**src/rtl/pattern_timer_fsm.sv**
```systemverilog
`default_nettype none
// ============================================================================
// pattern_timer_fsm: serial start-pattern detector and timer sequencing FSM
// Revision: 1.0
// ============================================================================
module pattern_timer_fsm #(
  parameter int unsigned          PATTERN_W    = 4,
  parameter logic [PATTERN_W-1:0] PATTERN      = 4'b1101,
  parameter int unsigned          SHIFT_CYCLES = 4,
  parameter int unsigned          CNT_W        = 16,
  parameter int unsigned          ACK_TIMEOUT  = 0
) (
  input  logic                    clk,
  input  logic                    reset_n,
  input  logic                    data,
  input  logic                    done_counting,
  input  logic                    ack,
  input  logic                    abort,
  output logic                    shift_ena,
  output logic                    counting,
  output logic                    done,
  output logic                    timeout,
  output logic [SHIFT_CYCLES-1:0] shift_data,
  output logic [CNT_W-1:0]        count_cycles
);

  localparam int unsigned FILL_W = $clog2(PATTERN_W + 1);
  localparam int unsigned SCNT_W = (SHIFT_CYCLES > 1) ? $clog2(SHIFT_CYCLES) : 1;
  localparam int unsigned TMR_W  = (ACK_TIMEOUT > 1) ? $clog2(ACK_TIMEOUT) : 1;

  localparam logic [FILL_W-1:0] c_fill_max   = FILL_W'(PATTERN_W);
  localparam logic [FILL_W-1:0] c_fill_armed = FILL_W'(PATTERN_W - 1);
  localparam logic [SCNT_W-1:0] c_shift_last = SCNT_W'(SHIFT_CYCLES - 1);
  localparam logic [TMR_W-1:0]  c_tmr_last   = TMR_W'((ACK_TIMEOUT > 0) ? ACK_TIMEOUT - 1 : 0);
  localparam bit                c_tmo_en     = (ACK_TIMEOUT > 0);

  typedef enum logic [1:0] {
    S_SEARCH = 2'd0,
    S_SHIFT  = 2'd1,
    S_COUNT  = 2'd2,
    S_DONE   = 2'd3
  } state_t;

  state_t                  state_q, state_d;
  logic [PATTERN_W-2:0]    history_q, history_d;
  logic [FILL_W-1:0]       fill_q, fill_d;
  logic [SCNT_W-1:0]       shift_cnt_q, shift_cnt_d;
  logic [SHIFT_CYCLES-1:0] shift_data_q, shift_data_d;
  logic [CNT_W-1:0]        count_q, count_d;
  logic [TMR_W-1:0]        tmr_q, tmr_d;
  logic                    shift_ena_q, shift_ena_d;
  logic                    counting_q, counting_d;
  logic                    done_q, done_d;
  logic                    timeout_q, timeout_d;

  // Candidate windows including the bit being sampled this cycle.
  logic [PATTERN_W-1:0]    hist_window;
  logic [SHIFT_CYCLES:0]   shift_window;

  assign hist_window  = {history_q, data};
  assign shift_window = {shift_data_q, data};

  always_comb begin
    state_d      = state_q;
    history_d    = history_q;
    fill_d       = fill_q;
    shift_cnt_d  = shift_cnt_q;
    shift_data_d = shift_data_q;
    count_d      = count_q;
    tmr_d        = '0;
    timeout_d    = 1'b0;

    unique case (state_q)
      S_SEARCH: begin
        history_d = hist_window[PATTERN_W-2:0];
        if (fill_q != c_fill_max) begin
          fill_d = fill_q + 1'b1;
        end
        if ((fill_q >= c_fill_armed) && (hist_window == PATTERN)) begin
          state_d      = S_SHIFT;
          shift_cnt_d  = '0;
          shift_data_d = '0;
        end
      end
      S_SHIFT: begin
        shift_data_d = shift_window[SHIFT_CYCLES-1:0];
        shift_cnt_d  = shift_cnt_q + 1'b1;
        if (shift_cnt_q == c_shift_last) begin
          state_d     = S_COUNT;
          shift_cnt_d = '0;
          count_d     = '0;
        end
      end
      S_COUNT: begin
        if (count_q != '1) begin
          count_d = count_q + 1'b1;
        end
        if (done_counting) begin
          state_d = S_DONE;
        end
      end
      S_DONE: begin
        tmr_d = tmr_q + 1'b1;
        // ack on the timeout cycle takes precedence and suppresses the pulse
        if (ack) begin
          state_d   = S_SEARCH;
          history_d = '0;
          fill_d    = '0;
        end else if (c_tmo_en && (tmr_q == c_tmr_last)) begin
          state_d   = S_SEARCH;
          history_d = '0;
          fill_d    = '0;
          timeout_d = 1'b1;
        end
      end
      default: begin
        state_d = S_SEARCH;
      end
    endcase

    if (abort) begin
      state_d      = S_SEARCH;
      history_d    = '0;
      fill_d       = '0;
      shift_cnt_d  = '0;
      shift_data_d = shift_data_q;
      count_d      = count_q;
      tmr_d        = '0;
      timeout_d    = 1'b0;
    end

    shift_ena_d = (state_d == S_SHIFT);
    counting_d  = (state_d == S_COUNT);
    done_d      = (state_d == S_DONE);
  end

  always_ff @(posedge clk) begin
    if (!reset_n) begin
      state_q      <= S_SEARCH;
      history_q    <= '0;
      fill_q       <= '0;
      shift_cnt_q  <= '0;
      shift_data_q <= '0;
      count_q      <= '0;
      tmr_q        <= '0;
      shift_ena_q  <= 1'b0;
      counting_q   <= 1'b0;
      done_q       <= 1'b0;
      timeout_q    <= 1'b0;
    end else begin
      state_q      <= state_d;
      history_q    <= history_d;
      fill_q       <= fill_d;
      shift_cnt_q  <= shift_cnt_d;
      shift_data_q <= shift_data_d;
      count_q      <= count_d;
      tmr_q        <= tmr_d;
      shift_ena_q  <= shift_ena_d;
      counting_q   <= counting_d;
      done_q       <= done_d;
      timeout_q    <= timeout_d;
    end
  end

  assign shift_ena    = shift_ena_q;
  assign counting     = counting_q;
  assign done         = done_q;
  assign timeout      = timeout_q;
  assign shift_data   = shift_data_q;
  assign count_cycles = count_q;

endmodule
`default_nettype wire
```
**config.mk**
```make
export PLATFORM = sky130hd
export DESIGN_NAME = pattern_timer_fsm
export DESIGN_NICKNAME = d
export VERILOG_FILES = /design/src/rtl/pattern_timer_fsm.sv
export SDC_FILE = /design/constraint.sdc
export NUM_CORES = 1
export LEC_CHECK = 0
export ABC_AREA = 1
export BUFFER_PORTS_ARGS = -buffer_cell sky130_fd_sc_hd__buf_2
export CAP_MARGIN = 10
export CORE_MARGIN = 10
export CORE_UTILIZATION = 56
export DETAILED_ROUTE_END_ITERATION = 12
export PLACE_DENSITY = 0.79
export SETUP_SLACK_MARGIN = 0.4
export SYNTH_ARGS = -nofsm -noshare
export SYNTH_HDL_FRONTEND = slang
export SYNTH_SLANG_ARGS = --single-unit
```
**constraint.sdc**
```tcl
create_clock -name clk -period 1.8 [get_ports clk]
set_input_delay 0.18 -clock clk [delete_from_list [all_inputs] [get_ports clk]]
set_output_delay 0.18 -clock clk [all_outputs]
set_load 0.03 [all_outputs]
```
* After elaboration in Yosys (flattened, before gate mapping)
Cells that the tools add are included.
Cells by class: $add $sub $neg 3, order comparisons 1, eq/ne operators 15, multiplexer cells 18, bitwise logic cells 2, reduce and logical (&&, ||, !) cells 11
Operator list (number):
- $mux 16 | 2
- $pmux 16 s2 | 1
- $add 16x1->16 const B | 1
- $ne 16x16->1 const B | 1
- $mux 2 | 7
- $pmux 3 s2 | 2
- $eq 2x2->1 const B | 5
- $ne 2x2->1 const B | 5
- $pmux 2 s4 | 1
- $pmux 4 s2 | 1
- $mux 3 | 2
- $reduce_and 3->1 | 2
- $reduce_bool 2->1 | 3
- $eq 2x1->1 const B | 2
- $eq 4x4->1 const B | 1
- $mux 4 | 1
- $pmux 2 s2 | 1
- $reduce_and 2->1 | 2
- $reduce_and 4->1 | 1
- $add 3x1->3 const B | 1
- $ge 3x2->1 const B | 1
- $ne 3x3->1 const B | 1
- $add 2x1->2 const B | 1
- $logic_not 2->1 | 1
- other kinds (3) | 4
Word-level totals: register bits after elaboration 33, bits of input ports 6, word-level logic and storage cells 59

* Logic depth before layout (Yosys ltp)
Gate-level depths: netlist (run 1).
depth in word-level cells 6, mapped depth 10, mapped depth without buffers 10

* Worst setup path after synthesis (run 1)
No wires, ideal clock.
kind register to register, start reg count_q[0], in the netlist count_cycles[0], end reg count_q[6], in the netlist count_cycles[6], data arrival time 1.634 ns, required time 1.732 ns, setup slack 0.098 ns, cell stages (with the launch flop) 9, path through dfxtp_1 -> ha_1 -> nand3_1 -> nor2_4 -> nand3_4 -> nand2_4 -> buf_8 -> nand2_1 -> a21oi_2
On the way: cells in the longest elaborated chain, start to end 3
Ends and longest elaborated chain:
- start, declared | RTL line 49 | logic [CNT_W-1:0] count_q, count_d;
- start signal, assigned | RTL line 156 | count_q <= count_d;
- $add 16x1->16 / $ne 16x16->1 (equally long branches) | RTL line 96, 95
- $mux 16 / $ne 2x2->1 (equally long branches)
- $pmux 16 s2 / $reduce_and 4->1 (equally long branches)
Parallel ways exist; a longest one is shown, timed or not. The select of a mux whose other input is x is not followed. A chain may end at the register's enable or synchronous reset.

* Final worst setup path (run 1)
start reg count_q[1], in the netlist count_cycles[1], end reg count_q[12], in the netlist count_cycles[12]
Same word-level chain as after synthesis.

==> metrics.csv, run 1 <==
stage,metric,value,unit
drt,post-route DRC violation count,0,
power_and_ir_drop,switching share of power,22.6,%
clocking,Worst-path clk slew,0.11,ns
timing,Hold Fails Final Rpt,0,
setup_path,Startpoint Class,register,
clocking,H-tree levels,2,
drt,Vias/cell,5.11,
drt,final wirelength,5070,µm
global_route,vias in the first global route,1881,
floorplanning,Cell Rows,21,
timing,final count of negative-setup-slack endpoints,0,
clocking,clock tree buffer depth,2,
timing,Max Transition Viols Final,0,
flow_run,max-cap viol count,0,
setup_path,worst-path maximum fanout,7,
drt,initial drt markers,127,
timing,clk_skew,0.0118,ns
yosys,Synth Instances,292,
clocking,root buffer cell,clkbuf_4,
yosys,sequential share of the synthesized area,34.9,%
placed_design,Routability Congestion,0.851,
setup_path,"slowest stage delay, CP",0.39,ns
setup_path,Critical Path End Type,register,
min_path,hold path start,data,
global_route,pin count of the biggest net entering global routing,13,
global_route,antenna violations before repair,0,
layout,Layout Nets,348,
setup_path,most frequent CP cell,nand3_4,
yosys,Yosys warnings,0,
setup_path,CP max stage cell,dfxtp_4,
floorplanning,die area,6100,µm²
floorplanning,# IOs,30,
power_and_ir_drop,combinational power share,3.7,%
global_route,global-route wire length before repair,8110,µm
power_and_ir_drop,Pleak,1.16,nW
clocking,Hold Buf Count CTS,0,
clocking,Clock Sinks,33,
layout,"commonest non-fill, non-tap cell in the layout",nand2_1,
layout,Area Growth Syn to Fin,30.4,%
floorplanning,starting density of the core,57.1,%
drt,Antenna Nets Post-Route,0,
setup_path,Crit path required time,2.06,ns
drt,DR WL/cell,13.2,µm
placed_design,PortBufs,28,
layout,share of cells above drive strength 1,37.3,%
power_and_ir_drop,clock share of power,37.9,%
power_and_ir_drop,sequential share of power,58.4,%
floorplanning,chip width,78.1,µm
layout,cell area after layout,2460,µm²
min_path,Min-Delay Path Class,input pin to register,
timing,final period utilization,79.4,%
power_and_ir_drop,peak ir drop on the vdd network,0.416,mV
yosys,cell taking the most area after synthesis,dfxtp_1,
setup_path,RR Startpoint,count_cycles[1]$_SDFFE_PN0P_,
setup_path,crit path cell chain,"ha_4, nand3_4, nor2_4, nand3_4, nand2_8, nand2_1, a21oi_1",
yosys,Yosys reg bits,33,
power_and_ir_drop,total power,0.00125,W
outcome,outcome,"finished, final reports clean",
yosys,syn_area_per_cell,6.47,µm²
power_and_ir_drop,power density cells,505,nW/µm²
floorplanning,Die H,78.1,µm
timing,fin crit period,1.43,ns
timing,f_max,700,MHz
floorplanning,Core Area,3310,µm²
yosys,Synth top area share,34.9,%
global_route,All-Layer GR Usage,15.7,%
layout,fill count,289,
clocking,cts bufs inserted,5,
setup_path,CP startpoint,count_cycles[1]$_SDFFE_PN0P_,
setup_path,crit path kind,register to register,
setup_path,crit path buf inv count,0,
timing,RSZ-0062 raised after global routing,yes,
placed_design,DP Area,2100,µm²
timing,worst hold slack,0.0794,ns
layout,final core utilization,74.5,%
timing,TNS Setup,0,ns
yosys,mapped cell area,1890,µm²
layout,most frequent cells in the layout,"88 x nand2_1, 38 x inv_1, 28 x buf_2",
yosys,Synth area leaders,"dfxtp_1 35%, nand2_1 19%, inv_1 7.7%, nand3_1 6.6%, nor2_1 6.2%",
setup_path,Arrival @ worst endpoint,1.69,ns
yosys,Syn Nets,303,
clocking,CTS tree,built,
drt,drt first pass iters,4,
drt,DR vias,1963,
yosys,post-synthesis cell type count,26,
global_route,total grt overflow,0,
clocking,Clock Latency Late Sink,0.34,ns
setup_path,family with the most delay on the worst path,simple AND/OR/NAND/NOR gates,
layout,Ant. Diodes,0,
power_and_ir_drop,P_int,0.000964,W
placed_design,detailed placer's ending HPWL,3270,µm
power_and_ir_drop,total net switching power,0.000282,W
## layout make-up
class / instances / area (µm²) / area share, %
multi-input cells: 212 / 1210 / 49.0
flip-flops and latches: 33 / 704 / 28.6
repair buffers: 42 / 260 / 10.6
inverters: 43 / 164 / 6.65
clock buffers: 7 / 65.1 / 2.64
well taps: 46 / 57.6 / 2.34
clock inverters: 1 / 5.00 / 0.203
## synthesized netlist by cell type
| master | number |
|---|---|
| buf_8 | 1 |
| nand2_2 | 8 |
| nor2_1 | 31 |
| a211oi_1 | 1 |
| conb_1 | 1 |
| nand2_4 | 1 |
| buf_6 | 1 |
| o21bai_1 | 2 |
| ha_1 | 5 |
| nor2_4 | 5 |
| nand3_4 | 1 |
| nor2_2 | 2 |
| nand4_1 | 3 |
| a21oi_2 | 3 |
| nor3b_1 | 1 |
| dfxtp_1 | 33 |
| a21oi_1 | 15 |
| nand2_1 | 95 |
| inv_2 | 4 |
| nand3_1 | 25 |
| nor3_2 | 1 |
| nor3_1 | 4 |
| clkbuf_1 | 2 |
| inv_1 | 39 |
| buf_4 | 1 |
| o21ai_0 | 7 |
## path summary, 6_finish.rpt
| path | end | slack (ns) | cells past startpoint |
|---|---|---|---|
| max reg2reg | count_cycles[12]$_SDFFE_PN0P_ | 0.37 | 7 |
| min reg2reg | history_q[2]$_SDFFE_PP0P_ | 0.47 | 2 |
| max | count_cycles[12]$_SDFFE_PN0P_ | 0.37 | 7 |
| min | shift_data[0]$_SDFFE_PN0P_ | 0.08 | 3 |
## sequential cells by signal (all words and copies together), names as in the netlist
name and flops:
counting 1, shift_cnt_q 2, count_cycles 16, done 1
state_q 2, fill_q 3, history_q 3, shift_ena 1
shift_data 4
## power by group through the flow
stage / clock [W] / sequential (W) / combinational (W)
3_5_place_dp: 0 / 0.000750 / 0.0000421
4_1_cts: 0.000488 / 0.000733 / 0.0000441
6_report: 0.000472 / 0.000727 / 0.0000463
2_1_floorplan: 0 / 0.000750 / 0.0000285
3_3_place_gp: 0 / 0.000750 / 0.0000414
5_1_grt: 0.000514 / 0.000728 / 0.0000525
## kinds of logic after synthesis
kind of cell	Yosys count	share of synthesized area, %
fa+ha+maj	5	3.31
simple gates	177	42.4
buf+inv	48	10.7
flops	33	34.9
other cells	1	0.198
compound gates	28	8.40
## through the flow
step / cells / worst slack (ns)
floorplan: 292 / 0.405
global placement: 363 / 0.248
detailed placement: 363 / 0.247
CTS: 378 / 0.393
global route: 384 / 0.278
finish: 384 / 0.371
## what timing repair did
item                                    CTS  global route
pin swaps                                 6            16
buffers inserted                          6             6
resized for setup                        19            38
endpoints found under the setup margin   20            32
gates cloned                              1             0
## worst register-to-register path, delay by kind of cell, from the launching register on
kind	cells	cell delay, ns
compound gates	1	0.13
fa+ha+maj	1	0.17
flops	1	0.39
simple gates	5	0.66
## metal layers
layer,share of wire (%),track usage [%],up-vias
li1,-,-,997
met1,40,18.0,895
met2,49,25.5,57
met3,7.4,5.92,14
met4,3.0,6.99,0
met5,0,0,-
No activity file was read; power rests on OpenSTA's default activity.
==> run 2, diff against run 1 <==
--- a/config.mk
+++ b/config.mk
@@ -5,13 +5,13 @@
 export SDC_FILE = /design/constraint.sdc
 export NUM_CORES = 1
 export LEC_CHECK = 0
-export ABC_AREA = 1
+export ABC_AREA = 0
 export BUFFER_PORTS_ARGS = -buffer_cell sky130_fd_sc_hd__buf_2
 export CAP_MARGIN = 10
 export CORE_MARGIN = 10
-export CORE_UTILIZATION = 56
+export CORE_UTILIZATION = 54
 export DETAILED_ROUTE_END_ITERATION = 12
-export PLACE_DENSITY = 0.79
+export PLACE_DENSITY = 0.78
 export SETUP_SLACK_MARGIN = 0.4
 export SYNTH_ARGS = -nofsm -noshare
 export SYNTH_HDL_FRONTEND = slang
==> constraint.sdc (replaced) <==
create_clock -name clk -period 1.5 [get_ports clk]
set_input_delay 0.15 -clock clk [delete_from_list [all_inputs] [get_ports clk]]
set_output_delay 0.15 -clock clk [all_outputs]
set_load 0.03 [all_outputs]
==> run 2 against run 1 <==
Against the previous run:
- the flow now stops in global routing (5_1_grt)
- synthesized cell count down 29%
- area after synthesis decreased by 12%
==> metrics.csv, run 2 <==
stage,metric,value,unit,change
outcome,outcome,stopped before the end,,"was finished, final reports clean"
outcome,Fail Step,global routing (5_1_grt),,
outcome,tool error,[ERROR DPL-0033] detailed placement checks failed during check placement.,,
yosys,Yosys warnings,0,,unchanged
global_route,antenna violations before repair,0,,
floorplanning,chip width,75.5,µm,was 78.1 µm
yosys,post-synthesis adder-cell area fraction,3.76,%,was 3.31%
yosys,top-count cell post-synth,dfxtp_1,,was nand2_1
global_route,pin count of the biggest net entering global routing,13,,
clocking,Clock Sinks,33,,unchanged
clocking,H-tree levels,2,,unchanged
floorplanning,Die H,75.5,µm,was 78.1 µm
timing,GR repair worst EP,count_cycles[3]$_SDFFE_PN0P_/D,,
yosys,Syn Nets,219,,was 303
timing,Worst EP kind,register data pin,,
yosys,post-synthesis cell type count,43,,was 26
yosys,Simple-Gate Fraction of Synth Area,29.8,%,was 42.4%
yosys,sequential share of the synthesized area,39.7,%,was 34.9%
yosys,Synth Instances,208,,was 292
yosys,Synth top cells by count,"33 x dfxtp_1, 26 x nor2_1, 20 x nand2_1",,"was 95 x nand2_1, 39 x inv_1, 33 x dfxtp_1"
placed_design,PortBufs,28,,unchanged
yosys,Synth Flop Type,dfxtp_1,,unchanged
yosys,cell taking the most area after synthesis,dfxtp_1,,unchanged
yosys,Yosys reg bits,33,,unchanged
yosys,Synth area leaders,"dfxtp_1 40%, nor2_1 5.9%, a21oi_1 5.4%, nand2_1 4.5%, ha_1 3.8%",,"was dfxtp_1 35%, nand2_1 19%, inv_1 7.7%, nand3_1 6.6%, nor2_1 6.2%"
clocking,Hold Buf Count CTS,0,,unchanged
clocking,root buffer cell,clkbuf_4,,unchanged
yosys,XOR/XNOR share of the synthesized area,0,%,unchanged
placed_design,Routability Congestion,0.851,,about the same
yosys,largest family of logic cells by synthesized area,simple AND/OR/NAND/NOR gates,,unchanged
yosys,syn_area_per_cell,8.01,µm²,was 6.47 µm²
yosys,mapped cell area,1670,µm²,was 1890 µm²
yosys,Synth top area share,39.7,%,was 34.9%
clocking,cts bufs inserted,5,,unchanged
placed_design,detailed placer's ending HPWL,3350,µm,was 3270 µm
floorplanning,# IOs,30,,unchanged
floorplanning,starting density of the core,55.5,%,was 57.1%
yosys,Post-synth EDFFs,0,,unchanged
yosys,Compound-Gate Fraction of Synth Area,18.7,%,was 8.41%
floorplanning,Cell Rows,20,,was 21
yosys,mux cell area share after synthesis,3.08,%,was 0%
clocking,clock tree buffer depth,2,,unchanged
yosys,Post-synth ARST share,0,%,unchanged
[run 2: cell count changes after synthesis, moves of 4 or more]
cell	before	now
nand2_1	95	20
inv_1	39	8
nand3_1	25	9
nand2_2	8	0
nand2b_1	0	6
nor2_1	31	26
nor2_4	5	0
o21ai_0	7	12
a31oi_1	0	4
a32o_1	0	4
and3_1	0	4
inv_2	4	0
mux2i_1	0	4
nor2b_1	0	4
[run 2: stage by stage]
step | instance area (µm²) | utilization, % | setup WS, ns | hold WS [ns] | instances
after floorplan | 1790 | - | -0.183 | 0.270 | 208
after global placement | 2230 | 74.2 | -0.101 | 0.401 | 303
after detailed placement | 2230 | 74.2 | -0.110 | 0.412 | 303
after CTS | 2710 | 90.2 | -0.0938 | 0.102 | 317
[run 2: what timing repair did]
| item | 4_1_cts |
|---|---|
| resized for setup | 105 |
| gates cloned | 0 |
| setup buffers | 6 |
| pin swaps | 37 |
| endpoints found under the setup margin | 49 |
[run 2: kinds of logic after synthesis]
| family | after synthesis |
|---|---|
| DFF | 33 |
| AOI/OAI and AO/OA | 50 |
| buffers and inverters | 18 |
| and+or+nand+nor | 96 |
| muxes | 5 |
| adders and majority gates | 5 |
| other | 1 |
==> run 3, diff against run 2 <==
--- a/config.mk
+++ b/config.mk
@@ -9,10 +9,9 @@
 export BUFFER_PORTS_ARGS = -buffer_cell sky130_fd_sc_hd__buf_2
 export CAP_MARGIN = 10
 export CORE_MARGIN = 10
-export CORE_UTILIZATION = 54
+export CORE_UTILIZATION = 40
 export DETAILED_ROUTE_END_ITERATION = 12
-export PLACE_DENSITY = 0.78
-export SETUP_SLACK_MARGIN = 0.4
+export PLACE_DENSITY_LB_ADDON = 0.15
 export SYNTH_ARGS = -nofsm -noshare
 export SYNTH_HDL_FRONTEND = slang
 export SYNTH_SLANG_ARGS = --single-unit
==> run 3 against run 2 <==
Against the previous run:
- the flow now finishes, with violations (setup timing)
- synthesized cell count is the same
- area after synthesis is the same
==> metrics.csv, run 3 <==
stage,metric,value,unit,change
outcome,outcome,"complete, but fails checks",,was stopped before the end
outcome,failing checks,setup timing,,
floorplanning,# IOs,30,,unchanged
yosys,sequential share of the synthesized area,39.7,%,unchanged
power_and_ir_drop,Pleak,1.07,nW,
yosys,Yosys warnings,0,,unchanged
global_route,total grt overflow,0,,
setup_path,Arrival @ worst endpoint,1.80,ns,
layout,Layout Nets,294,,
setup_path,worst-path maximum fanout,5,,
clocking,root buffer cell,clkbuf_8,,was clkbuf_4
layout,Non-Filler Instances,334,,
yosys,Syn Nets,219,,unchanged
timing,final period utilization,105,%,
setup_path,Critical Path End Type,register,,
yosys,Yosys reg bits,33,,unchanged
floorplanning,starting density of the core,41.3,%,was 55.5%
setup_path,crit path buf inv count,0,,
setup_path,Crit path required time,1.73,ns,
layout,Area Growth Syn to Fin,48.5,%,
drt,post-route DRC violation count,0,,
placed_design,Routability Congestion,0.801,,was 0.851
placed_design,Post-Place Worst Slack,-0.121,ns,was -0.110 ns
setup_path,crit path cell chain,"ha_4, nand4_1, and4bb_4, or2_1, or4_1, o21ai_1",,
yosys,Post-synth EDFFs,0,,unchanged
power_and_ir_drop,power density cells,666,nW/µm²,
clocking,Clock Sinks,33,,unchanged
timing,Final WS setup,-0.0751,ns,
global_route,antenna violations before repair,0,,
yosys,largest family of logic cells by synthesized area,simple AND/OR/NAND/NOR gates,,unchanged
yosys,Synth top cells by count,"33 x dfxtp_1, 26 x nor2_1, 20 x nand2_1",,unchanged
timing,final count of negative-setup-slack endpoints,9,,
layout,multi-input combinational cell area,1080,µm²,
yosys,Synth Instances,208,,unchanged
clocking,cts bufs inserted,5,,unchanged
layout,final core utilization,61.4,%,
timing,f_max,635,MHz,
floorplanning,Cell Rows,23,,was 20
timing,TNS Setup,-0.276,ns,
global_route,All-Layer GR Usage,13.5,%,
yosys,Synth Flop Type,dfxtp_1,,unchanged
clocking,Clock Latency Late Sink,0.29,ns,
yosys,Compound-Gate Fraction of Synth Area,18.7,%,unchanged
yosys,Simple-Gate Fraction of Synth Area,29.8,%,unchanged
flow_run,max-cap viol count,0,,
yosys,Post-synth ARST share,0,%,unchanged
layout,Reg area,688,µm²,
layout,share of cells above drive strength 1,48.2,%,
yosys,mapped cell area,1670,µm²,unchanged
drt,DR WL/cell,14.1,µm,
layout,Ant. Diodes,0,,
yosys,mux cell area share after synthesis,3.08,%,unchanged
power_and_ir_drop,peak ir drop on the vdd network,0.559,mV,
clocking,H-tree levels,2,,unchanged
setup_path,CP startpoint,count_cycles[1]$_SDFFE_PN0P_,,
setup_path,Startpoint Class,register,,
setup_path,CP max stage cell,or4_1,,
setup_path,RR Startpoint,count_cycles[1]$_SDFFE_PN0P_,,
global_route,pin count of the biggest net entering global routing,13,,
yosys,post-synthesis adder-cell area fraction,3.76,%,unchanged
drt,Vias/cell,5.32,,
global_route,vias in the first global route,1793,,
setup_path,"slowest stage delay, CP",0.39,ns,
timing,worst hold slack,0.137,ns,
yosys,XOR/XNOR share of the synthesized area,0,%,unchanged
yosys,post-synthesis cell type count,43,,unchanged
floorplanning,chip width,84.5,µm,was 75.5 µm
yosys,top-count cell post-synth,dfxtp_1,,unchanged
yosys,cell taking the most area after synthesis,dfxtp_1,,unchanged
min_path,hold path start,data,,
yosys,Synth top area share,39.7,%,unchanged
clocking,Worst-path clk slew,0.08,ns,
clocking,clock tree buffer depth,2,,unchanged
drt,drt first pass iters,4,,
setup_path,family with the most delay on the worst path,simple AND/OR/NAND/NOR gates,,
floorplanning,die area,7140,µm²,
timing,clk_skew,0.00596,ns,
drt,Antenna Nets Post-Route,0,,
floorplanning,Core Area,4030,µm²,
timing,fin crit period,1.58,ns,
layout,"commonest non-fill, non-tap cell in the layout",buf_4,,
yosys,syn_area_per_cell,8.01,µm²,unchanged
layout,fill count,377,,
timing,RSZ-0062 raised after global routing,yes,,
drt,final wirelength,4700,µm,
timing,Hold Fails Final Rpt,0,,
placed_design,number of instances in the placed design,321,,was 303
placed_design,PortBufs,28,,unchanged
floorplanning,Die H,84.5,µm,was 75.5 µm
placed_design,detailed placer's ending HPWL,3480,µm,was 3350 µm
layout,number of flip-flops in the largest register,16,,
layout,most frequent cells in the layout,"48 x buf_4, 28 x buf_2, 23 x nor2_1",,
min_path,Min-Delay Path Class,input pin to register,,
global_route,global-route wire length before repair,8210,µm,
drt,initial drt markers,162,,
clocking,CTS tree,built,,
timing,Max Transition Viols Final,0,,
drt,DR vias,1776,,
setup_path,crit path kind,register to register,,
yosys,Synth area leaders,"dfxtp_1 40%, nor2_1 5.9%, a21oi_1 5.4%, nand2_1 4.5%, ha_1 3.8%",,unchanged
-- run 3: timing repair --
| action | 4_1_cts | 5_1_grt |
|---|---|---|
| resized for setup | 19 | 26 |
| hold buffers | 0 | 0 |
| pin swaps | 13 | 10 |
| hold endpoints to repair | 0 | 0 |
| setup endpoints to repair | 22 | 27 |
| setup buffers | 2 | 3 |
-- run 3: through the flow --
stage / instance area, µm² / power, W
final: 2470 / 0.00165
after global routing: 2470 / 0.00172
after CTS: 2360 / 0.00166
after detailed placement: 2200 / 0.000962
after global placement: 2200 / 0.000961
after floorplan: 1710 / 0.000935
-- run 3: logic make-up after synthesis --
kind of cell,after synthesis
and+or+nand+nor,96
AOI/OAI and AO/OA,50
adders and majority gates,5
DFF,33
buffers and inverters,18
muxes,5
other,1
-- run 3: final timing paths --
check	endpoint	slack (ns)	cells past startpoint
worst max register to register	count_cycles[3]$_SDFFE_PN0P_	-0.08	6
worst min-delay path	shift_data[0]$_SDFFE_PN0P_	0.14	2
worst max-delay path	count_cycles[3]$_SDFFE_PN0P_	-0.08	6
worst min register to register	shift_data[3]$_SDFFE_PN0P_	0.49	1
-- run 3: area by class of cell --
| class | count | share of cell area [%] |
|---|---|---|
| sequential | 33 | 27.8 |
| clock buffer | 5 | 2.78 |
| tap | 50 | 2.53 |
| timing repair buffer | 78 | 21.1 |
| multi-input combinational | 157 | 43.7 |
| inverter | 8 | 1.21 |
| clock inverter | 3 | 0.860 |
-- run 3: metal layers --
metal	track usage, %	up-vias	part of all wire, %
li1	-	891	-
met1	17.0	834	47
met2	21.3	44	46
met3	3.48	7	5.8
met4	5.09	0	1.4
met5	0	-	0
-- run 3: power breakdown --
group | internal [W] | leakage (nW) | switching (W) | total, W
sequential | 0.000876 | 0.276 | 0.00000376 | 0.000880
clock | 0.000327 | 0.0407 | 0.000370 | 0.000697
combinational | 0.0000259 | 0.758 | 0.0000440 | 0.0000699
total | 0.00123 | 1.07 | 0.000418 | 0.00165
==> run 4, diff against run 3 <==
--- a/config.mk
+++ b/config.mk
@@ -8,8 +8,10 @@
 export ABC_AREA = 0
 export BUFFER_PORTS_ARGS = -buffer_cell sky130_fd_sc_hd__buf_2
 export CAP_MARGIN = 10
+export CELL_PAD_IN_SITES_DETAIL_PLACEMENT = 0
+export CELL_PAD_IN_SITES_GLOBAL_PLACEMENT = 2
 export CORE_MARGIN = 10
-export CORE_UTILIZATION = 40
+export CORE_UTILIZATION = 32
 export DETAILED_ROUTE_END_ITERATION = 12
 export PLACE_DENSITY_LB_ADDON = 0.15
 export SYNTH_ARGS = -nofsm -noshare
==> run 4 against run 3 <==
Against the previous run:
- the run still ends with setup timing left
- fmax down 5.2%
- core utilization down 9.4 points
- global-route usage down 1.2 points
- total power down 1.8%
- via count up 1.3%
- sequential power about the same
- first-iteration DRC count down 51%
- cell count up 6.9%
- register-to-register slack worse by 0.09 ns
- die area up 19%
- combinational power up 6.4%
- hold slack worse by 0.022 ns
- critical path type unchanged
- highest routed layer unchanged
==> metrics.csv, run 4 (same netlist as run 3, synthesis figures left out) <==
stage,metric,value,unit,change
power_and_ir_drop,peak ir drop on the vdd network,0.438,mV,was 0.559 mV
layout,cell area after layout,2640,µm²,was 2470 µm²
power_and_ir_drop,switching share of power,24.4,%,was 25.4%
setup_path,Critical R2R Capture,count_cycles[3]$_SDFFE_PN0P_,,unchanged
power_and_ir_drop,total net switching power,0.000394,W,was 0.000418 W
clocking,cts bufs inserted,5,,unchanged
global_route,antenna violations before repair,0,,unchanged
setup_path,R2R Setup Slk,-0.16,ns,was -0.08 ns
clocking,root buffer cell,clkbuf_8,,unchanged
floorplanning,chip width,92.1,µm,was 84.5 µm
global_route,total grt overflow,0,,unchanged
min_path,Hold Path Cell Cnt,2,,unchanged
layout,"commonest non-fill, non-tap cell in the layout",buf_4,,unchanged
global_route,pin count of the biggest net entering global routing,12,,was 13
setup_path,Startpoint Class,register,,unchanged
drt,drt first pass iters,4,,unchanged
timing,Hold Fails Final Rpt,0,,unchanged
setup_path,FF-to-FF path depth,6,,unchanged
drt,final wirelength,5240,µm,was 4700 µm
placed_design,DP Area,2250,µm²,was 2200 µm²
drt,Vias/cell,5.04,,was 5.32
drt,DR WL/cell,14.7,µm,was 14.1 µm
flow_run,max-cap viol count,0,,unchanged
placed_design,detailed placer's ending HPWL,3900,µm,was 3480 µm
timing,Max Transition Viols Final,0,,unchanged
setup_path,Arrival @ worst endpoint,1.89,ns,was 1.80 ns
setup_path,worst-path maximum fanout,4,,was 5
timing,final period utilization,111,%,was 105%
floorplanning,Die H,92.1,µm,was 84.5 µm
setup_path,crit path kind,register to register,,unchanged
power_and_ir_drop,clock share of power,41.0,%,was 42.3%
clocking,Worst-path clk slew,0.07,ns,was 0.08 ns
setup_path,RR Startpoint,count_cycles[1]$_SDFFE_PN0P_,,unchanged
layout,final core utilization,52.0,%,was 61.4%
timing,fin crit period,1.66,ns,was 1.58 ns
timing,clk_skew,0.00427,ns,was 0.00596 ns
timing,RSZ-0062 raised after global routing,yes,,unchanged
floorplanning,Cell Rows,26,,was 23
clocking,Hold Buf Count CTS,0,,unchanged
setup_path,Crit path required time,1.72,ns,was 1.73 ns
layout,share of cells above drive strength 1,51.2,%,was 48.2%
clocking,CTS tree,built,,unchanged
layout,most frequent cells in the layout,"45 x buf_4, 28 x buf_2, 24 x nor2_1",,"was 48 x buf_4, 28 x buf_2, 23 x nor2_1"
layout,Ant. Diodes,0,,unchanged
drt,Antenna Nets Post-Route,0,,unchanged
timing,f_max,602,MHz,was 635 MHz
setup_path,Critical Path End Type,register,,unchanged
clocking,Clock Sinks,33,,unchanged
floorplanning,Core Area,5070,µm²,was 4030 µm²
drt,post-route DRC violation count,0,,unchanged
power_and_ir_drop,Pleak,1.13,nW,was 1.07 nW
floorplanning,# IOs,30,,unchanged
drt,initial drt markers,80,,was 162
power_and_ir_drop,combinational power share,4.6,%,was 4.2%
clocking,H-tree levels,2,,unchanged
global_route,global-route wire length before repair,8500,µm,was 8210 µm
global_route,vias in the first global route,1819,,"was 1,793"
timing,Final WS setup,-0.162,ns,was -0.0751 ns
drt,DR vias,1799,,"was 1,776"
power_and_ir_drop,sequential share of power,54.4,%,was 53.4%
layout,Layout Nets,297,,was 294
placed_design,Routability Congestion,0.825,,was 0.801
clocking,Clock Latency Late Sink,0.28,ns,was 0.29 ns
placed_design,PortBufs,28,,unchanged
floorplanning,starting density of the core,32.8,%,was 41.3%
min_path,hold path start,data,,unchanged
global_route,All-Layer GR Usage,12.3,%,was 13.5%
power_and_ir_drop,P_int,0.00122,W,was 0.00123 W
timing,final count of negative-setup-slack endpoints,13,,was 9
layout,number of flip-flops in the largest register,16,,unchanged
outcome,outcome,"complete, but fails checks",,unchanged
layout,Area Growth Syn to Fin,58.6,%,was 48.5%
power_and_ir_drop,power density cells,613,nW/µm²,was 666 nW/µm²
floorplanning,die area,8490,µm²,was 7140 µm²
min_path,Hold EP,shift_data[0]$_SDFFE_PN0P_,,unchanged
min_path,Min-Delay Path Class,input pin to register,,unchanged
clocking,clock tree buffer depth,2,,unchanged
outcome,failing checks,setup timing,,unchanged
==> run 4: worst max path at each step <==
| stage | from | to | slack, ns | depth (start not counted) |
|---|---|---|---|---|
| after global routing | count_cycles[1]$_SDFFE_PN0P_ | count_cycles[3]$_SDFFE_PN0P_ | -0.23 | 6 |
| after floorplan | count_cycles[0]$_SDFFE_PN0P_ | count_cycles[3]$_SDFFE_PN0P_ | -0.18 | 6 |
| after detailed placement | count_cycles[1]$_SDFFE_PN0P_ | count_cycles[3]$_SDFFE_PN0P_ | -0.18 | 6 |
| after global placement | count_cycles[1]$_SDFFE_PN0P_ | count_cycles[3]$_SDFFE_PN0P_ | -0.13 | 6 |
| final | count_cycles[1]$_SDFFE_PN0P_ | count_cycles[3]$_SDFFE_PN0P_ | -0.16 | 6 |
| after CTS | count_cycles[1]$_SDFFE_PN0P_ | count_cycles[3]$_SDFFE_PN0P_ | -0.17 | 6 |
==> run 4: cell type report <==
type,instances,area [µm²]
clock inverters,3,16.3
fillers,511,2430
inverters,8,30.0
repair buffers,81,577
clock buffers,5,68.8
well taps,70,87.6
flip-flops and latches,33,691
multi-input cells,157,1170
==> run 4: power groups by stage <==
stage / registers [W] / clock network, W / logic, W
2_1_floorplan: 0.000900 / 0 / 0.0000350
3_3_place_gp: 0.000899 / 0 / 0.0000618
3_5_place_dp: 0.000899 / 0 / 0.0000632
4_1_cts: 0.000881 / 0.000687 / 0.0000660
5_1_grt: 0.000880 / 0.000731 / 0.0000821
6_report: 0.000880 / 0.000663 / 0.0000744
==> run 4: layer usage <==
| layer | track usage (%) | up-vias | share of wire [%] |
|---|---|---|---|
| met1 | 12.5 | 856 | 40 |
| met4 | 4.24 | 0 | 1.6 |
| met5 | 0 | - | 0 |
| met3 | 3.59 | 9 | 3.9 |
| met2 | 23.1 | 33 | 54 |
| li1 | - | 901 | - |
==> run 4: repair_timing <==
item | CTS | global route
setup buffers | 3 | 4
gates cloned | 0 | 0
hold endpoints to repair | 0 | 0
resized for setup | 26 | 42
pin swaps | 14 | 17
setup endpoints to repair | 22 | 29
==> run 4: worst max-delay path, stage by stage (launching register included) <==
cell and delay, ns:
dfxtp_4 0.35, ha_4 0.16, nand4_1 0.10, and4bb_4 0.22, or2_1 0.22, or4_1 0.47, o21ai_1 0.08
==> run 4: metrics by stage <==
stage | hold WS [ns] | setup TNS (ns) | total power, W | setup WS, ns | std cells
after floorplan | 0.276 | -1.11 | 0.000935 | -0.183 | 208
after global placement | 0.402 | -0.731 | 0.000961 | -0.132 | 343
after detailed placement | 0.407 | -1.35 | 0.000963 | -0.184 | 343
after CTS | 0.101 | -0.559 | 0.00163 | -0.173 | 354
after global routing | 0.108 | -1.91 | 0.00169 | -0.231 | 357
final | 0.115 | -0.633 | 0.00162 | -0.162 | 357
